[config.mk]
export PLATFORM = sky130hd
export DESIGN_NAME = imm_encoder
export DESIGN_NICKNAME = d
export VERILOG_FILES = /design/src/rtl/imm_encoder_pkg.sv /design/src/rtl/imm_encoder_fifo.sv /design/src/rtl/imm_encoder.sv
export SDC_FILE = /design/constraint.sdc
export NUM_CORES = 1
export LEC_CHECK = 0
export BUFFER_PORTS_ARGS = -buffer_cell sky130_fd_sc_hd__buf_2
export CORE_MARGIN = 8
export CORE_UTILIZATION = 48
export CTS_CLUSTER_SIZE = 25
export DETAILED_ROUTE_END_ITERATION = 12
export GPL_TIMING_DRIVEN = 0
export PLACE_DENSITY_LB_ADDON = 0.12
export SLEW_MARGIN = 15
export SYNTH_ARGS = -nofsm -noshare
export SYNTH_HDL_FRONTEND = slang
export SYNTH_SLANG_ARGS = --single-unit
[constraint.sdc]
create_clock -name clk_i -period 1.75 [get_ports clk_i]
set_input_delay 0.175 -clock clk_i [delete_from_list [all_inputs] [get_ports clk_i]]
set_output_delay 0.175 -clock clk_i [all_outputs]
set_load 0.01 [all_outputs]
[src/rtl/imm_encoder_pkg.sv]
// Shared RV32I encoding constants and format classification for imm_encoder.
// Optional range/alignment checking is selected with the IMM_CHECK_EN macro.
package imm_encoder_pkg;

  localparam int INST_WIDTH = 32;
  localparam int OPCODE     = 7;

  localparam logic [OPCODE-1:0] OP_LOAD   = 7'b0000011;
  localparam logic [OPCODE-1:0] OP_FENCE  = 7'b0001111;
  localparam logic [OPCODE-1:0] OP_ALUI   = 7'b0010011;
  localparam logic [OPCODE-1:0] OP_AUIPC  = 7'b0010111;
  localparam logic [OPCODE-1:0] OP_STORE  = 7'b0100011;
  localparam logic [OPCODE-1:0] OP_ALU    = 7'b0110011;
  localparam logic [OPCODE-1:0] OP_LUI    = 7'b0110111;
  localparam logic [OPCODE-1:0] OP_BRANCH = 7'b1100011;
  localparam logic [OPCODE-1:0] OP_JALR   = 7'b1100111;
  localparam logic [OPCODE-1:0] OP_JAL    = 7'b1101111;
  localparam logic [OPCODE-1:0] OP_SYSTEM = 7'b1110011;

  typedef enum logic [2:0] {
    FMT_R, FMT_I, FMT_S, FMT_B, FMT_U, FMT_J, FMT_BAD
  } imm_fmt_e;

  function automatic imm_fmt_e fmt_of(input logic [OPCODE-1:0] op);
    imm_fmt_e f;
    case (op)
      OP_ALU:                                        f = FMT_R;
      OP_ALUI, OP_LOAD, OP_JALR, OP_FENCE, OP_SYSTEM: f = FMT_I;
      OP_STORE:                                      f = FMT_S;
      OP_BRANCH:                                     f = FMT_B;
      OP_LUI, OP_AUIPC:                              f = FMT_U;
      OP_JAL:                                        f = FMT_J;
      default:                                       f = FMT_BAD;
    endcase
    return f;
  endfunction

endpackage

[src/rtl/imm_encoder_fifo.sv]
// Generic valid/ready FIFO; ready_o depends only on the fill count, never on ready_i.
module imm_encoder_fifo #(
  parameter int DEPTH = 2,
  parameter int WIDTH = 33
) (
  input  logic             clk_i,
  input  logic             rst_ni,
  input  logic             valid_i,
  output logic             ready_o,
  input  logic [WIDTH-1:0] data_i,
  output logic             valid_o,
  input  logic             ready_i,
  output logic [WIDTH-1:0] data_o
);

  localparam int AW = $clog2(DEPTH);

  logic [WIDTH-1:0] mem [DEPTH];
  logic [AW-1:0]    wr_ptr;
  logic [AW-1:0]    rd_ptr;
  logic [AW:0]      count;
  logic             push;
  logic             pop;

  // Handshake: a transfer happens on a rising edge where valid and ready are both high.
  assign ready_o = (count != DEPTH[AW:0]);
  assign valid_o = (count != '0);
  assign push    = valid_i & ready_o;
  assign pop     = valid_o & ready_i;
  assign data_o  = mem[rd_ptr];

  always_ff @(posedge clk_i or negedge rst_ni) begin
    if (!rst_ni) begin
      wr_ptr <= '0;
      rd_ptr <= '0;
      count  <= '0;
      for (int i = 0; i < DEPTH; i++) mem[i] <= '0;
    end else begin
      if (push) begin
        mem[wr_ptr] <= data_i;
        wr_ptr      <= wr_ptr + 1'b1;
      end
      if (pop) rd_ptr <= rd_ptr + 1'b1;
      if (push && !pop)      count <= count + 1'b1;
      else if (pop && !push) count <= count - 1'b1;
    end
  end

endmodule

[src/rtl/imm_encoder.sv]
// Packs RV32I fields plus a signed immediate into an instruction word, buffered by a FIFO.
// Define IMM_CHECK_EN to flag out-of-range or misaligned immediates on err_o.
module imm_encoder
  import imm_encoder_pkg::*;
#(
  parameter int                     FIFO_DEPTH = 2,
  parameter logic [INST_WIDTH-1:0]  NOP_INST   = 32'h0000_0013
) (
  input  logic                  clk_i,
  input  logic                  rst_ni,
  input  logic                  valid_i,
  output logic                  ready_o,
  input  logic [OPCODE-1:0]     opcode_i,
  input  logic [4:0]            rd_i,
  input  logic [4:0]            rs1_i,
  input  logic [4:0]            rs2_i,
  input  logic [2:0]            funct3_i,
  input  logic [6:0]            funct7_i,
  input  logic [INST_WIDTH-1:0] imm_i,
  output logic                  valid_o,
  input  logic                  ready_i,
  output logic [INST_WIDTH-1:0] inst_o,
  output logic                  err_o
);

  imm_fmt_e              fmt;
  logic                  shamt;
  logic [INST_WIDTH-1:0] inst;
  logic                  range_err;
  logic                  err;

  assign fmt   = fmt_of(opcode_i);
  // Shift-immediates reuse funct7 as the top field and carry a 5-bit shift amount.
  assign shamt = (opcode_i == OP_ALUI) && (funct3_i == 3'b001 || funct3_i == 3'b101);

  always_comb begin
    inst = NOP_INST;
    case (fmt)
      FMT_R: inst = {funct7_i, rs2_i, rs1_i, funct3_i, rd_i, opcode_i};
      FMT_I: inst = shamt ? {funct7_i, imm_i[4:0], rs1_i, funct3_i, rd_i, opcode_i}
                          : {imm_i[11:0], rs1_i, funct3_i, rd_i, opcode_i};
      FMT_S: inst = {imm_i[11:5], rs2_i, rs1_i, funct3_i, imm_i[4:0], opcode_i};
      FMT_B: inst = {imm_i[12], imm_i[10:5], rs2_i, rs1_i, funct3_i,
                     imm_i[4:1], imm_i[11], opcode_i};
      FMT_U: inst = {imm_i[31:12], rd_i, opcode_i};
      FMT_J: inst = {imm_i[20], imm_i[10:1], imm_i[11], imm_i[19:12], rd_i, opcode_i};
      default: inst = NOP_INST;
    endcase
  end

`ifdef IMM_CHECK_EN
  logic signed [INST_WIDTH-1:0] simm;
  assign simm = $signed(imm_i);

  always_comb begin
    range_err = 1'b0;
    case (fmt)
      FMT_I:   range_err = shamt ? (simm < 0 || simm > 31)
                                 : (simm < -2048 || simm > 2047);
      FMT_S:   range_err = (simm < -2048 || simm > 2047);
      FMT_B:   range_err = (simm < -4096 || simm > 4094 || imm_i[0]);
      FMT_U:   range_err = (imm_i[11:0] != 12'h000);
      FMT_J:   range_err = (simm < -1048576 || simm > 1048574 || imm_i[0]);
      default: range_err = 1'b0;
    endcase
  end
`else
  assign range_err = 1'b0;
`endif

  assign err = (fmt == FMT_BAD) | range_err;

  imm_encoder_fifo #(
    .DEPTH (FIFO_DEPTH),
    .WIDTH (INST_WIDTH + 1)
  ) u_fifo (
    .clk_i   (clk_i),
    .rst_ni  (rst_ni),
    .valid_i (valid_i),
    .ready_o (ready_o),
    .data_i  ({err, inst}),
    .valid_o (valid_o),
    .ready_i (ready_i),
    .data_o  ({err_o, inst_o})
  );

endmodule
======== Word-level counts from Yosys, hierarchy flattened ========
Cells that the tools add are included.
word-level totals
  register bits after elaboration ......... 70
  output and inout port bits .............. 35
  logic and storage cells ................. 59
operators by class
  $add $sub $neg .......................... 4
  order comparisons ....................... 3
  eq/ne operators ......................... 20
  mux-type cells .......................... 11
  bitwise operators ....................... 4
  reduce and logical (&&, ||, !) cells .... 12
operator list
  operator                                                         number
  32-bit case mux with 6 select lines                              1
  33-bit two-way mux                                               4
  66-bit bitwise mux                                               1
  33-bit demux with 1-bit select                                   1
  32-bit two-way mux                                               1
  7-bit == test, second input constant                             4
  7-bit by 6-bit == test with 1-bit output, second input constant  3
  3-bit case mux with 6 select lines                               1
  7-bit by 5-bit == test with 1-bit output, second input constant  2
  3-bit == test, second input constant                             4
  7-bit by 2-bit == test with 1-bit output, second input constant  1
  7-bit by 4-bit == test with 1-bit output, second input constant  1
  3-bit by 1-bit == test with 1-bit output, second input constant  2
  3-bit by 2-bit == test with 1-bit output, second input constant  2
  5-bit OR reduction                                               1
  2-bit >= comparator, second input constant                       2
  1-bit logical AND                                                4
  2-bit two-way mux                                                2
  1-bit NOT with 2-bit output                                      2
  2-bit nonzero test                                               2
  3-bit logical NOT                                                1
  1-bit adder, second input constant                               2
  2-bit by 1-bit adder with 2-bit output, second input constant    1
  1-bit AND                                                        2
  6 further kinds                                                  7

======== Logic depth before layout (Yosys ltp) ========
  word-level depth ........................ 6
  gate-level depth with buffers ........... 11
  depth with buffers taken out ............ 9

======== Cells and area by module ========
A second synthesis with hierarchy kept.
second synthesis, totals
  cells, all modules ...................... 367
  area total of the unflattened synthesis .. 4,534.3 um^2
by module, submodules not included
  module            times used  cells each  area an instance (um^2)  sequential area each (um^2)
  imm_encoder_fifo  1           194         3,359.5                  1,751.7
  imm_encoder       1           173         1,174.9                  0.0

======== Least setup slack after synthesis ========
No wires, ideal clock.
  path type ............................... input to register
  from .................................... input port opcode_i[6]
  to ...................................... register u_fifo.mem[20] in the netlist's numbering
  library setup time ...................... 0.066 ns
  arrival time ............................ 2.298 ns
  required time ........................... 1.684 ns
  setup slack ............................. -0.614 ns
  cell stages on the path ................. 9
  path buffers ............................ 1
  path through ............................ or3b_1 -> a21oi_1 -> buf_4 -> inv_1 -> ha_1 -> o31ai_2 -> nor2_1 -> nor2_1 -> a22o_1
between the ends
  word-level cells in the longest chain between the ends .. 6
RTL lines
  what                                                              RTL line                RTL
  start, declared                                                   imm_encoder.sv:13       input logic [OPCODE-1:0] opcode_i,
  7-bit by 5-bit == test with 1-bit output (tied with other cells)  imm_encoder_pkg.sv:26   case (op)
  5-bit OR reduction or 2-bit OR reduction (tied branches)          imm_encoder_pkg.sv:26
  3-bit case mux with 6 select lines (*)                            imm_encoder_pkg.sv:26
  3-bit == test (tied with other cells)                             imm_encoder.sv:38       case (fmt)
  32-bit case mux with 6 select lines (*)                           imm_encoder.sv:38
  66-bit bitwise mux (*)                                            imm_encoder_fifo.sv:40  mem[wr_ptr] <= data_i;
  end signal, assigned by index                                     imm_encoder_fifo.sv:40
  end, declared                                                     imm_encoder_fifo.sv:18  logic [WIDTH-1:0] mem [DEPTH];
Mark *: on every way between the ends. The rest lies on a longest branch, timed or not.
A chain may end at the register's enable or synchronous reset.

======== Worst setup path after layout ========
  from .................................... input port opcode_i[3]
  to ...................................... register u_fifo.mem[64] in the netlist's numbering
between the ends
  word-level cells in the longest chain between the ends .. 6
RTL lines
  what                                                              RTL line
  7-bit by 5-bit == test with 1-bit output (tied with other cells)  imm_encoder_pkg.sv:26, imm_encoder.sv:34
  5-bit OR reduction or 2-bit OR reduction (tied branches)          imm_encoder_pkg.sv:26
  3-bit case mux with 6 select lines                                imm_encoder_pkg.sv:26
  3-bit == test (tied with other cells)                             imm_encoder.sv:38
  32-bit case mux with 6 select lines (*)                           imm_encoder.sv:38
  66-bit bitwise mux (*)                                            imm_encoder_fifo.sv:40
Marked as above.

==> summary.txt <==
Route
  – Drt total wl: 13700 um
  – Post-route DRC: 0
  – Antenna-violating nets left: 0
  – Via count: 4013
  – 1st-iter DRT viols: 266
  – Vias/cell: 6.090
  – Post-DR wirelength/cell: 20.79 um
  – Drt pass-1 iters: 5

Logic synthesis
  – EDFF count, synth: 0
  – Yosys warns: 0
  – Avg Cell Area, Syn: 10.20 um^2
  – Post-synth cell types: 61
  – Register bit total from synthesis: 70
  – Sequential share of the synthesized area: 43.13%
  – Mapped cell area: 0.004061 mm^2
  – Async SR Flop Fraction: 100.0%
  – Synth Flop Type: dfrtp_1
  – Synth Instances: 398
  – Syn Nets: 468

Floorplan
  – Die height: 108.0 um
  – Chip width: 108.0 um
  – Starting density of the core: 49.43%
  – Die footprint: 0.01166 mm^2
  – IO Pins: 103
  – Core area: 0.008217 mm^2
  – Standard-cell rows: 33

Critical path
  – CP Class: in2reg
  – Crit start category: primary input
  – Max FO, Critical Path: 5
  – Worst Path Required: 1.99 ns
  – Crit path DAT: 2.22 ns
  – Worst setup EP type: flip-flop

Pwr
  – Sw frac: 36.38%
  – Pleak: 2.660 nW
  – NetSw: 2.047 mW
  – Reg power frac: 36.3%
  – Combinational power share: 39.9%
  – Clk pwr share: 23.8%
  – Pwr Density: 957.0 mW/mm^2
  – Pwr Total: 5.627 mW
  – Internal power: 3.580 mW
  – Peak supply drop: 0.5100 mV

Layout
  – Fin util: 71.55%
  – Register area: 0.001753 mm^2
  – Layout cells sized above 1: 54.15%
  – Area of the multi-input gates: 0.002610 mm^2
  – Cell area after layout: 0.005879 mm^2
  – # nets final: 619
  – Area growth, synth to finish: 44.76%
  – Inserted Diodes: 0
  – Fillers: 614
  – Finished Layout Cells: 659

Clocking
  – Clock Root Buffer: clkbuf_8
  – CTS Buffer Depth: 2
  – Cts bufs inserted: 9
  – Clk Latency, worst-skew pair: 0.35 ns
  – Clk sinks: 70
  – H-Tree Depth: 3
  – CTS tree: yes
  – Clock transition at the registers of the reported paths: 0.08 ns

Timing
  – Slew @ Worst Pin: 0.6537 ns
  – Final Critical Period: 1.988 ns
  – Final worst-path cycle share: 113.6%
  – Final setup fails: 48
  – WHS: 0.09386 ns
  – Max-slew violation count: 0
  – Final setup skew: 0.005152 ns
  – Worst setup margin: -0.2384 ns
  – Headroom to the max-slew limit: 56.27%
  – Fmax: 0.5029 GHz
  – RSZ-0062 raised after global routing: yes
  – Final hold violation count: 0

GRT
  – Vias in the first global route: 4085
  – Initial antenna violation count: 0
  – Grt ovf: 0
  – Largest net degree at the start of global routing: 53
  – GRT Total Usage: 23.20%
  – First-pass GRT wire length: 21290 um

Flow run
  – Max cap viols: 0

Place
  – PortBufs: 102
  – Detail Placement HPWL: 9317 um
  – Placed inst area: 0.004803 mm^2
  – Placer Congestion: 0.8850
  – Placed insts: 606

Min path
  – Hold Crit Class: in2reg

Status
  – Status: finished with violations
  – Failing checks: negative setup slack
worst max-delay path, stage by stage:
cell and delay, ns:
buf_8 0.11, buf_6 0.12, nand4b_1 0.18, a21oi_4 0.09, buf_8 0.13, inv_4 0.04
ha_4 0.17, o31ai_4 0.09, buf_4 0.15, nor3b_4 0.22, buf_4 0.16, nor2_4 0.04
a221o_1 0.34, a22o_1 0.21
metrics by stage:
step	setup WS, ns	setup TNS [ns]
6_report	-0.2384	-6.653
5_1_grt	-0.3106	-8.871
4_1_cts	-0.1724	-4.608
3_5_place_dp	-0.8061	-47.51
3_3_place_gp	-0.7970	-46.59
2_1_floorplan	-0.3712	-13.69
logic make-up after synthesis:
group,synth area share (%)
DFF,43.13
xor gates and xnor gates,1.294
muxes,12.97
and+or+nand+nor,15.93
buffers and inverters,3.789
AOI/OAI and AO/OA,22.27
adders and majority gates,0.6160
Yosys cell counts (2+ instances only):
cell | instances | area (um^2)
nor3_1 | 16 | 80.08
nand4_1 | 2 | 12.51
clkbuf_1 | 15 | 56.30
o211ai_1 | 2 | 15.01
a22o_1 | 14 | 122.6
xor2_1 | 3 | 26.28
a221oi_1 | 6 | 52.55
a222oi_1 | 3 | 30.03
o2bb2ai_1 | 8 | 70.07
or2_2 | 4 | 25.02
nor2_1 | 12 | 45.04
o21ai_0 | 41 | 205.2
a21oi_1 | 8 | 40.04
buf_2 | 3 | 15.01
dfrtp_1 | 70 | 1752
nor2_2 | 4 | 25.02
nor3b_2 | 3 | 37.54
buf_6 | 4 | 45.04
a211o_1 | 2 | 17.52
mux2_2 | 33 | 371.6
ha_1 | 2 | 25.02
xnor2_1 | 3 | 26.28
nand2_1 | 55 | 206.5
mux2i_1 | 14 | 140.1
o31ai_2 | 4 | 50.05
nor2b_1 | 2 | 12.51
or3b_1 | 3 | 26.28
a221o_1 | 14 | 140.1
o21ai_1 | 4 | 20.02
nand3_1 | 4 | 20.02
inv_1 | 4 | 15.01
and2_1 | 7 | 43.79
final cells by class:
type	instances	share of cell area, %
Multi-Input combinational cell	298	44.39
Sequential cell	70	29.81
Timing Repair Buffer	141	15.49
Buffer	23	3.873
Clock buffer	10	2.341
Tap cell	105	2.235
Clock inverter	6	1.043
Inverter	6	0.8087
path summary, 6_finish.rpt:
| check | from | endpoint | slack, ns | depth (start not counted) |
|---|---|---|---|---|
| setup reg to reg | u_fifo.count[1] | u_fifo.mem[64] | 0.05 | 6 |
| setup / recovery | opcode_i[3] | u_fifo.mem[64] | -0.24 | 14 |
| min in group asynchronous | rst_ni | u_fifo.count[1] | 0.24 | 2 |
| hold / removal | imm_i[8] | u_fifo.mem[61] | 0.09 | 2 |
| hold reg to reg | u_fifo.mem[52] | u_fifo.mem[52] | 0.48 | 2 |
| max in group asynchronous | rst_ni | u_fifo.mem[30] | 0.97 | 3 |
metal layers:
layer / routed length (um) / track usage (%) / part of all wire (%)
met4: 401 / 10.21 / 2.9
met5: 0 / 0 / 0
met1: 5855 / 30.20 / 43
met3: 907 / 4.581 / 6.6
met2: 6534 / 36.62 / 48
cells in the final DEF, fill, tap and decap left out, types with 5 or more instances in the layout:
master	n
mux2_2	33
a22o_1	14
o21ai_0	7
nor3_2	12
nand2_1	53
o21ai_1	27
a221oi_2	6
buf_2	99
and2_1	7
clkbuf_8	13
buf_4	32
buf_6	13
dfrtp_1	69
mux2i_1	14
nor2_4	9
nor2_1	5
o2bb2ai_2	7
a221o_1	14
o21ai_2	11
power groups by stage:
stage,Clock [mW],Combinational [mW],Sequential (mW)
6_report,1.34,2.24,2.04
5_1_grt,1.43,2.41,2.08
4_1_cts,1.34,2.09,2.05
3_5_place_dp,0,1.85,2.06
3_3_place_gp,0,1.81,2.05
2_1_floorplan,0,1.18,2.02
registers in the layout, indices dropped and copies added (netlist names):
signal	count
u_fifo.count	2
u_fifo.rd_ptr	1
u_fifo.mem	66
u_fifo.wr_ptr	1
timing repair:
| item | in CTS | in global routing |
|---|---|---|
| pin swaps | 31 | 32 |
| hold buffers | 1 | 0 |
| setup endpoints to repair | 100 | 75 |
| setup buffers | 33 | 8 |
| hold endpoints to repair | 18 | 0 |
| gates resized for setup | 85 | 67 |
Note: power is estimated with default switching activity, not from simulation.
